===== config.mk =====
export PLATFORM = sky130hd
export DESIGN_NAME = plc_timer_bank
export DESIGN_NICKNAME = d
export VERILOG_FILES = /design/src/rtl/plc_timer_pkg.sv /design/src/rtl/plc_timer_ch.sv /design/src/rtl/plc_timer_bank.sv
export SDC_FILE = /design/constraint.sdc
export NUM_CORES = 1
export LEC_CHECK = 0
export CAP_MARGIN = 20
export CORE_ASPECT_RATIO = 1.25
export CORE_MARGIN = 1
export CORE_UTILIZATION = 50
export DETAILED_ROUTE_END_ITERATION = 6
export GPL_TIMING_DRIVEN = 1
export PLACE_DENSITY = 0.73
export SYNTH_ARGS = -nofsm -noshare
export SYNTH_HDL_FRONTEND = slang
export SYNTH_HIERARCHICAL = 1
export SYNTH_SLANG_ARGS = --single-unit

===== constraint.sdc =====
create_clock -name clk -period 5.42 [get_ports clk]
set_input_delay 0.813 -clock clk [delete_from_list [all_inputs] [get_ports clk]]
set_output_delay 0.813 -clock clk [all_outputs]
set_load 0.02 [all_outputs]

===== src/rtl/plc_timer_pkg.sv =====
// rtl/plc_timer_pkg.sv - mode encodings and channel state type for the PLC timer bank
package plc_timer_pkg;

  localparam logic [1:0] MODE_OFF = 2'b00;
  localparam logic [1:0] MODE_MAN = 2'b01;
  localparam logic [1:0] MODE_TON = 2'b10;
  localparam logic [1:0] MODE_TOF = 2'b11;

  typedef enum logic [1:0] {
    ST_IDLE   = 2'b00,
    ST_TIMING = 2'b01,
    ST_ON     = 2'b10
  } ch_state_t;

endpackage


===== src/rtl/plc_timer_ch.sv =====
// rtl/plc_timer_ch.sv - one timer channel: FSM, elapsed counter, preset register, mode-change detect
module plc_timer_ch #(
  parameter int CNT_W          = 16,
  parameter int DEFAULT_PRESET = 20
) (
  input  logic             clk,
  input  logic             reset,
  input  logic             i_en,
  input  logic             i_tick,
  input  logic             i_estop,
  input  logic             i_start,
  input  logic [1:0]       i_mode,
  input  logic             i_we,
  input  logic [CNT_W-1:0] i_preset,
  output logic [CNT_W-1:0] o_elapsed,
  output logic             o_out,
  output logic             o_busy,
  output logic             o_done
);
  import plc_timer_pkg::*;

  ch_state_t        r_state, w_state_nxt;
  logic [CNT_W-1:0] r_elapsed, w_elapsed_nxt;
  logic [CNT_W-1:0] r_preset;
  logic [1:0]       r_mode_prev, w_mode_prev_nxt;
  logic             r_out, w_out_nxt;
  logic             r_done, w_done_nxt;
  logic             w_mode_chg;
  logic [CNT_W:0]   w_inc;
  logic             w_expire;
  logic             w_preset_zero;

  assign w_mode_chg    = (i_mode != r_mode_prev);
  assign w_inc         = {1'b0, r_elapsed} + {{CNT_W{1'b0}}, 1'b1};
  // Compared with >= so a preset lowered below elapsed still expires on the next tick.
  assign w_expire      = (w_inc >= {1'b0, r_preset});
  assign w_preset_zero = (r_preset == '0);

  always_ff @(posedge clk or posedge reset) begin
    if (reset) begin
      r_state     <= ST_IDLE;
      r_elapsed   <= '0;
      r_preset    <= CNT_W'(DEFAULT_PRESET);
      r_mode_prev <= MODE_OFF;
      r_out       <= 1'b0;
      r_done      <= 1'b0;
    end else begin
      r_state     <= w_state_nxt;
      r_elapsed   <= w_elapsed_nxt;
      r_mode_prev <= w_mode_prev_nxt;
      r_out       <= w_out_nxt;
      r_done      <= w_done_nxt;
      if (i_we) r_preset <= i_preset;
    end
  end

  always_comb begin
    w_state_nxt     = r_state;
    w_elapsed_nxt   = r_elapsed;
    w_mode_prev_nxt = r_mode_prev;
    w_done_nxt      = 1'b0;
    if (i_estop) begin
      w_state_nxt     = ST_IDLE;
      w_elapsed_nxt   = '0;
      w_mode_prev_nxt = i_mode;
    end else if (!i_en) begin
      w_state_nxt   = r_state;
      w_elapsed_nxt = r_elapsed;
    end else if (w_mode_chg) begin
      w_state_nxt     = ST_IDLE;
      w_elapsed_nxt   = '0;
      w_mode_prev_nxt = i_mode;
    end else begin
      case (i_mode)
        MODE_TON: begin
          if (!i_start) begin
            w_state_nxt   = ST_IDLE;
            w_elapsed_nxt = '0;
          end else begin
            case (r_state)
              ST_IDLE: begin
                w_elapsed_nxt = '0;
                if (w_preset_zero) begin
                  w_state_nxt = ST_ON;
                  w_done_nxt  = 1'b1;
                end else begin
                  w_state_nxt = ST_TIMING;
                end
              end
              ST_TIMING: begin
                if (i_tick) begin
                  if (w_expire) begin
                    w_state_nxt   = ST_ON;
                    w_elapsed_nxt = r_preset;
                    w_done_nxt    = 1'b1;
                  end else begin
                    w_elapsed_nxt = w_inc[CNT_W-1:0];
                  end
                end
              end
              default: w_state_nxt = ST_ON;
            endcase
          end
        end
        MODE_TOF: begin
          case (r_state)
            ST_IDLE: begin
              if (i_start) begin
                w_state_nxt   = ST_ON;
                w_elapsed_nxt = '0;
              end
            end
            ST_ON: begin
              if (!i_start) begin
                w_elapsed_nxt = '0;
                if (w_preset_zero) begin
                  w_state_nxt = ST_IDLE;
                  w_done_nxt  = 1'b1;
                end else begin
                  w_state_nxt = ST_TIMING;
                end
              end
            end
            default: begin
              if (i_start) begin
                w_state_nxt   = ST_ON;
                w_elapsed_nxt = '0;
              end else if (i_tick) begin
                if (w_expire) begin
                  w_state_nxt   = ST_IDLE;
                  w_elapsed_nxt = r_preset;
                  w_done_nxt    = 1'b1;
                end else begin
                  w_elapsed_nxt = w_inc[CNT_W-1:0];
                end
              end
            end
          endcase
        end
        default: begin
          w_state_nxt   = ST_IDLE;
          w_elapsed_nxt = '0;
        end
      endcase
    end
  end

  // Output is registered from the next state so out and done_pulse rise on the same edge.
  always_comb begin
    w_out_nxt = 1'b0;
    if (i_estop || w_mode_chg) begin
      w_out_nxt = 1'b0;
    end else if (!i_en) begin
      w_out_nxt = r_out;
    end else begin
      case (i_mode)
        MODE_MAN: w_out_nxt = i_start;
        MODE_TON: w_out_nxt = (w_state_nxt == ST_ON);
        MODE_TOF: w_out_nxt = (w_state_nxt == ST_ON) || (w_state_nxt == ST_TIMING);
        default:  w_out_nxt = 1'b0;
      endcase
    end
  end

  assign o_elapsed = r_elapsed;
  assign o_out     = r_out;
  assign o_busy    = (r_state == ST_TIMING);
  assign o_done    = r_done;

endmodule


===== src/rtl/plc_timer_bank.sv =====
// rtl/plc_timer_bank.sv - multi-channel PLC timer bank with shared prescaler, preset writes and readback
module plc_timer_bank #(
  parameter int NUM_CH         = 4,
  parameter int CNT_W          = 16,
  parameter int PRESCALE       = 1,
  parameter int DEFAULT_PRESET = 20,
  parameter int CH_W           = (NUM_CH > 1) ? $clog2(NUM_CH) : 1
) (
  input  logic                clk,
  input  logic                reset,
  input  logic                en,
  input  logic                estop,
  input  logic [NUM_CH-1:0]   start,
  input  logic [2*NUM_CH-1:0] mode,
  input  logic                cfg_we,
  input  logic [CH_W-1:0]     cfg_ch,
  input  logic [CNT_W-1:0]    cfg_preset,
  input  logic [CH_W-1:0]     rd_ch,
  output logic [CNT_W-1:0]    rd_elapsed,
  output logic [NUM_CH-1:0]   out,
  output logic [NUM_CH-1:0]   busy,
  output logic [NUM_CH-1:0]   done_pulse
);

  localparam int PS_W = (PRESCALE > 1) ? $clog2(PRESCALE) : 1;

  logic [PS_W-1:0]  r_prescale;
  logic             w_tick;
  logic [CNT_W-1:0] w_elapsed [NUM_CH];
  logic [CNT_W-1:0] w_rd_sel;
  logic [CNT_W-1:0] r_rd_elapsed;

  assign w_tick = (r_prescale == PS_W'(PRESCALE - 1));

  // The prescaler keeps running through estop so tick phase is preserved.
  always_ff @(posedge clk or posedge reset) begin
    if (reset) begin
      r_prescale <= '0;
    end else if (en) begin
      r_prescale <= w_tick ? '0 : r_prescale + PS_W'(1);
    end
  end

  for (genvar i = 0; i < NUM_CH; i++) begin : g_ch
    logic w_we;
    assign w_we = cfg_we && (cfg_ch == CH_W'(i));

    plc_timer_ch #(
      .CNT_W          (CNT_W),
      .DEFAULT_PRESET (DEFAULT_PRESET)
    ) u_ch (
      .clk       (clk),
      .reset     (reset),
      .i_en      (en),
      .i_tick    (w_tick),
      .i_estop   (estop),
      .i_start   (start[i]),
      .i_mode    (mode[2*i+1:2*i]),
      .i_we      (w_we),
      .i_preset  (cfg_preset),
      .o_elapsed (w_elapsed[i]),
      .o_out     (out[i]),
      .o_busy    (busy[i]),
      .o_done    (done_pulse[i])
    );
  end

  always_comb begin
    w_rd_sel = '0;
    for (int i = 0; i < NUM_CH; i++) begin
      if (rd_ch == CH_W'(i)) w_rd_sel = w_elapsed[i];
    end
  end

  always_ff @(posedge clk or posedge reset) begin
    if (reset) begin
      r_rd_elapsed <= '0;
    end else begin
      r_rd_elapsed <= w_rd_sel;
    end
  end

  assign rd_elapsed = r_rd_elapsed;

endmodule

== Yosys cells after proc, flatten, opt, wreduce, memory -nomap -nowiden ==
Index checks and enable logic that the tools add are counted.
Widths: inputs -> output; s select.

* Register bits after elaboration: 169
* Output and inout port bits: 28

* Add/subtract/negate cells: 5
* $lt $le $gt $ge: 4
* Equal/unequal tests: 50
* Muxes and demuxes: 189
* Reductions and logical operators: 39

{| class="wikitable"
|+ Operators with widths
! kind !! number
|-
| $mux 16 || 40
|-
| $pmux 16 s2 || 12
|-
| $mux 2 || 60
|-
| $add 16x1->17 const B || 4
|-
| $ge 17x16->1 || 4
|-
| $logic_not 16->1 || 4
|-
| $mux 1 || 49
|-
| $pmux 2 s2 || 12
|-
| $eq 2x2->1 const B || 20
|-
| $ne 5x4->1 const B || 8
|-
| $eq 2x1->1 const B || 14
|-
| $ne 6x4->1 const B || 4
|-
| $pmux 1 s2 || 12
|-
| $reduce_bool 2->1 || 9
|-
| $reduce_and 4->1 || 4
|-
| $logic_not 2->1 || 6
|-
| $pmux 1 s3 || 4
|-
| $logic_or 1x1->1 || 8
|-
| $ne 2x2->1 || 4
|-
| $reduce_and 2->1 || 4
|-
| $logic_and 1x1->1 || 4
|-
| $add 1x1->1 const B || 1
|}

== Longest topological paths before layout ==
* Word-level depth: 15
* Depth in mapped cells: 20

== Modules after synthesis ==
The synthesis kept the hierarchy.

{| class="wikitable"
|+ Modules (own cells, without submodules)
! module !! instances !! cells each !! area an instance (µm²) !! seq. area each (µm²)
|-
| plc_timer_ch (g_ch[2].u_ch) || 1 || 318 || 2747.6 || 953.4
|-
| plc_timer_ch (g_ch[3].u_ch) || 1 || 305 || 2692.6 || 953.4
|-
| plc_timer_ch (g_ch[1].u_ch) || 1 || 316 || 2675.1 || 953.4
|-
| plc_timer_ch (g_ch[0].u_ch) || 1 || 298 || 2642.5 || 953.4
|-
| plc_timer_bank || 1 || 42 || 863.3 || 400.4
|}

== Worst setup path before layout ==
No wires, ideal clock.

* Kind: flip-flop to flip-flop
* Start point: register g_ch[2].u_ch.r_elapsed[0]
* End point: register g_ch[2].u_ch.r_out
* Setup time: 0.120 ns
* Arrival time: 3.772 ns
* Data required time: 5.300 ns
* Setup slack: 1.528 ns
* Stages on the path, launching flop included: 21
* Period minus slack after synthesis: 3.892 ns
* Cell sequence: dfrtp_1 -> ha_1 -> nand4_1 -> or3_1 -> clkbuf_1 -> nor3_1 -> xor2_1 -> ha_1 -> a21o_1 -> a211oi_1 -> a221oi_1 -> o22ai_4 -> buf_6 -> o31ai_4 -> a21oi_1 -> ha_1 -> nand2_1 -> o211ai_1 -> o211ai_1 -> o21ai_0 -> nor2_1

* Word-level cells in the longest chain between the ends: 15
* Elaborated cells on any way between the ends: 20
* Classes of those cells: 1 x add/sub; 1 x order compare; 2 x eq/ne; 15 x mux; 1 x reduce/logical

{| class="wikitable"
|+ Ends and longest elaborated chain
! element !! line !! text
|-
| start, declared || plc_timer_ch.sv:23 || <nowiki>logic [CNT_W-1:0] r_elapsed, w_elapsed_nxt;</nowiki>
|-
| start signal, assigned || plc_timer_ch.sv:49 || <nowiki>r_elapsed <= w_elapsed_nxt;</nowiki>
|-
| $add 16x1->17 (*) || plc_timer_ch.sv:34 || <nowiki>assign w_inc = {1'b0, r_elapsed} + {{CNT_W{1'b0}}, 1'b1};</nowiki>
|-
| $ge 17x16->1 (*) || plc_timer_ch.sv:36 || <nowiki>assign w_expire = (w_inc >= {1'b0, r_preset});</nowiki>
|-
| $mux 2, on equally long branches || plc_timer_ch.sv:129, plc_timer_ch.sv:92 ||
|-
| $mux 2, on equally long branches || plc_timer_ch.sv:128, plc_timer_ch.sv:91 ||
|-
| $mux 2 / $pmux 2 s2 (equally long branches) || plc_timer_ch.sv:125, plc_timer_ch.sv:80 ||
|-
| $pmux 2 s2 / $mux 2 (equally long branches) || plc_timer_ch.sv:106, plc_timer_ch.sv:76 ||
|-
| $pmux 2 s2 (*) || plc_timer_ch.sv:74 || <nowiki>case (i_mode)</nowiki>
|-
| $mux 2 (*) || plc_timer_ch.sv:69 || <nowiki>end else if (w_mode_chg) begin</nowiki>
|-
| $mux 2 (*) || plc_timer_ch.sv:66 || <nowiki>end else if (!i_en) begin</nowiki>
|-
| $mux 2 (*) || plc_timer_ch.sv:62 || <nowiki>if (i_estop) begin</nowiki>
|-
| net g_ch[2].u_ch.w_state_nxt[1] || plc_timer_ch.sv:22 || <nowiki>ch_state_t r_state, w_state_nxt;</nowiki>
|-
| $eq 2x2->1 / $eq 2x1->1 (equally long branches) || plc_timer_ch.sv:158, plc_timer_ch.sv:159 ||
|-
| $logic_or 1x1->1 || plc_timer_ch.sv:159 || <nowiki>MODE_TOF: w_out_nxt = (w_state_nxt == ST_ON) || (w_state_nxt == ST_TIMING);</nowiki>
|-
| $pmux 1 s3 (*) || plc_timer_ch.sv:156 || <nowiki>case (i_mode)</nowiki>
|-
| $mux 1 (*) || plc_timer_ch.sv:153 || <nowiki>end else if (!i_en) begin</nowiki>
|-
| $mux 1 (*) || plc_timer_ch.sv:151 || <nowiki>if (i_estop || w_mode_chg) begin</nowiki>
|-
| end signal, assigned || plc_timer_ch.sv:51 || <nowiki>r_out <= w_out_nxt;</nowiki>
|-
| end, declared || plc_timer_ch.sv:26 || <nowiki>logic r_out, w_out_nxt;</nowiki>
|}

Mark *: on every way through the listed nets, which the timed path passes. The rest lies on a longest branch. The select of a mux whose other input is x is not followed.
A chain may end at the register's enable or synchronous reset.

== Worst setup path in the final report ==
Same ends and word-level chain as after synthesis.

==> qor.txt <==
Fill cells: 1967
Final setup fails: 0
Synth Area in Compound Gates: 16.8%
Detailed placement HPWL: 25100 um
Pwr/cell area: 240 mW/mm^2
Largest family of logic cells by synthesized area: simple AND/OR/NAND/NOR gates
Die height: 172 um
Dpl cell area: 0.0124 sq mm
Total gr overflow: 0
Adder-Cell Fraction of Synth Area: 7.75%
Post-synth EDFFs: 0
CTS tree: built
Vias in the first global route: 9926
Residual DRC count: 32
Worst-Skew Late Latency: 0.45 ns
Root buffer cell: clkbuf_16
Synth area leader: dfrtp_1
Pin count of the biggest net entering global routing: 39
Die area: 0.0239 sq mm
Setup CP Type: reg2reg
Synthesized area: 0.0116 sq mm
Reg-to-reg slack, setup: 0.97 ns
Ys async rst share: 100%
DR pass1 iterations: 7
Status: finished, violations left
Sink Count: 168
NumNets Final: 1429
Post-cts resize count: 0
H-tree lvl count: 4
Cells after synthesis: 1279
Crit end category: register
Fin. Hold Viols: 0
Failing checks: design-rule violations
GP Congestion: 0.942
Leading post-synthesis cells by cell area: dfrtp_1 34%, ha_1 7.8%, nand2_1 6.1%
Worst hold path type: reg2reg
Mean Syn Cell Area: 9.09 sq um
First DRT Iteration DRCs: 1112
Max Buffers Root-to-Sink: 2
TritonCTS Buffers: 17
Max-cap violations: 0
Worst Skew: 0.0127 ns
Rows: 62
Worst EP required: 5.80 ns
R2R depth: 18
Arrival @ worst endpoint: 4.83 ns
Routed vias: 10.2k
Unrepaired setup endpoints after global routing: no
Synth warnings: 6
Most frequent cells after synthesis: 188 x nand2_1, 160 x dfrtp_1, 100 x o21ai_0, 86 x inv_1, 72 x ha_1
Synth top area share: 34.5%
Worst slew pin tran: 0.996 ns
Post-CTS Setup Bufs: 0
CP Max Fanout: 9
Num ports: 65
Clock transition at path regs: 0.07 ns
Share of the yosys chip area belonging to registers: 36.3%
Design area: 0.0130 sq mm
# port buffers: 64
PnR worst setup slack: 0.966 ns
Synth-to-layout area growth: 12.0%
Fmax: 0.224 GHz
Crit path launch: g_ch[2].u_ch/o_elapsed[0]$_DFFE_PP0P_
VDD IR max: 236 uV
Initial antenna violation count: 1
Fin. max-slew vios: 0
Post-route ant nets: 0
Leakage: 5.59 nW
Worst flop-to-flop path startpoint: g_ch[2].u_ch/o_elapsed[0]$_DFFE_PP0P_
Startpoint Class: register
Worst setup path end: g_ch[2].u_ch/o_out$_DFFE_PP0P_
DR WL/cell: 21.2 um
Post-synthesis mux area share: 7.90%
Synth Register Bits: 168
Synth Area in Simple Gates: 20.6%
Via/cell ratio: 6.30
Chip Width: 138 um
Max_slew headroom: 33.4%
Pre-CTS WS: 1.10 ns
Most common cell in the netlist: nand2_1
First-pass GRT wire length: 54400 um
Unique masters post-synth: 96
Total Wirelength: 34400 um
Layout cells sized above 1: 8.93%
Post-Route Setup TNS: 0 ns
Starting Density: 50.8%
Synth Flop Type: dfrtp_1
# hold bufs at CTS: 0
Crit share post-route: 82.2%
Core ar.: 0.0229 sq mm
Worst r2r dst: g_ch[2].u_ch/o_out$_DFFE_PP0P_
Synth Area in XOR/XNOR: 4.60%
Gr usage total: 29.8%
Final min period: 4.45 ns
## registers in the layout (all words and copies together) (netlist names)
signal,count
g_ch.u_ch/o_elapsed,64
g_ch.u_ch/o_out,4
rd_elapsed,16
g_ch.u_ch/r_mode_prev,8
g_ch.u_ch/o_done,4
g_ch.u_ch/r_preset,64
g_ch.u_ch/r_state,8
## area by class of cell
class / instances / area [sq um] / share of cell area [%]
multi-input combinational: 968 / 6750 / 51.9
clock buffer: 17 / 425 / 3.27
clock inverter: 15 / 165 / 1.27
sequential: 168 / 4210 / 32.4
antenna: 1 / 2.50 / 0.0192
timing repair buffer: 78 / 766 / 5.88
tap: 288 / 360 / 2.77
inverter: 87 / 327 / 2.51
## layout by cell type (no fill, tap or decap), types with 10 or more instances in the layout
cell               n
a21oi_1           40
a32oi_1           16
and3_1            12
buf_4             13
clkbuf_16         17
clkdlybuf4s50_1   64
dfrtp_1          160
ha_1              72
inv_1             86
mux2_2            12
mux2i_1           40
mux4_2            10
nand2_1          188
nand2b_1          13
nand3_1           52
nand4_1           30
nor2_1            57
nor2b_1           13
nor3_1            25
nor4_1            18
o211ai_1          17
o21ai_0          100
o21ai_1           13
xnor2_1           31
xor2_1            30
## report_power, final
part	leakage (nW)	total, W	internal, W	switching, W
logic	3.11	0.000433	0.000155	0.000278
clock network	0.278	0.00125	0.000688	0.000563
registers	2.21	0.00144	0.00135	0.0000874
total	5.59	0.00312	0.00219	0.000929
## worst min-delay path by stage
stage,startpoint,end,depth (start not counted),slack (ns)
final,g_ch[0].u_ch/r_preset[2]$_DFFE_PP1P_,g_ch[0].u_ch/r_preset[2]$_DFFE_PP1P_,2,0.52
after CTS,g_ch[3].u_ch/r_preset[4]$_DFFE_PP1P_,g_ch[3].u_ch/r_preset[4]$_DFFE_PP1P_,2,0.52
after global routing,g_ch[0].u_ch/r_preset[4]$_DFFE_PP1P_,g_ch[0].u_ch/r_preset[4]$_DFFE_PP1P_,2,0.55
after global placement,g_ch[2].u_ch/r_mode_prev[0]$_DFFE_PP0P_,g_ch[2].u_ch/r_mode_prev[0]$_DFFE_PP0P_,1,0.51
after floorplan,g_ch[2].u_ch/r_preset[4]$_DFFE_PP1P_,g_ch[2].u_ch/r_preset[4]$_DFFE_PP1P_,2,0.48
after detailed placement,g_ch[3].u_ch/r_preset[4]$_DFFE_PP1P_,g_ch[3].u_ch/r_preset[4]$_DFFE_PP1P_,2,0.51
## stage by stage
stage | total power, W | std cells | hold slack [ns] | utilization, %
after floorplan | 0.00171 | 1287 | 0.481 | -
after detailed placement | 0.00188 | 1588 | 0.514 | 54.1
after CTS | 0.00313 | 1620 | 0.523 | 56.7
after global placement | 0.00187 | 1588 | 0.509 | 54.1
after global routing | 0.00325 | 1621 | 0.546 | 56.9
final | 0.00312 | 1622 | 0.525 | 56.9
## metal layers
metal / share of wire [%] / up-vias / global-route usage, %
met5: 0 / - / 0
met4: 4.6 / 0 / 14.6
met3: 7.7 / 99 / 5.76
met2: 47 / 466 / 50.0
met1: 41 / 4955 / 37.0
li1: - / 4706 / -
## logic make-up after synthesis
group | after synthesis
AO/OA/AOI/OAI | 290
flip-flops | 168
multiplexers | 68
other | 1
buffers and inverters | 151
AND/OR/NAND/NOR | 468
adder cells (fa/ha/maj) | 72
XOR/XNOR | 61
## worst max-delay path, cell delays in order, from the launching register on
cell and delay (ns):
dfrtp_1 0.54, ha_1 0.30, nand4_1 0.15, or3_1 0.50, nor3_1 0.21, xor2_1 0.25, ha_1 0.19, a21o_1 0.15
a211oi_1 0.08, a221oi_1 0.52, o22ai_4 0.19, o221a_2 0.30, a21oi_1 0.22, ha_1 0.28, nand2_1 0.06, o211ai_1 0.09
o211ai_1 0.11, o21ai_0 0.12, nor2_1 0.11
(Power assumes the default switching activity.)
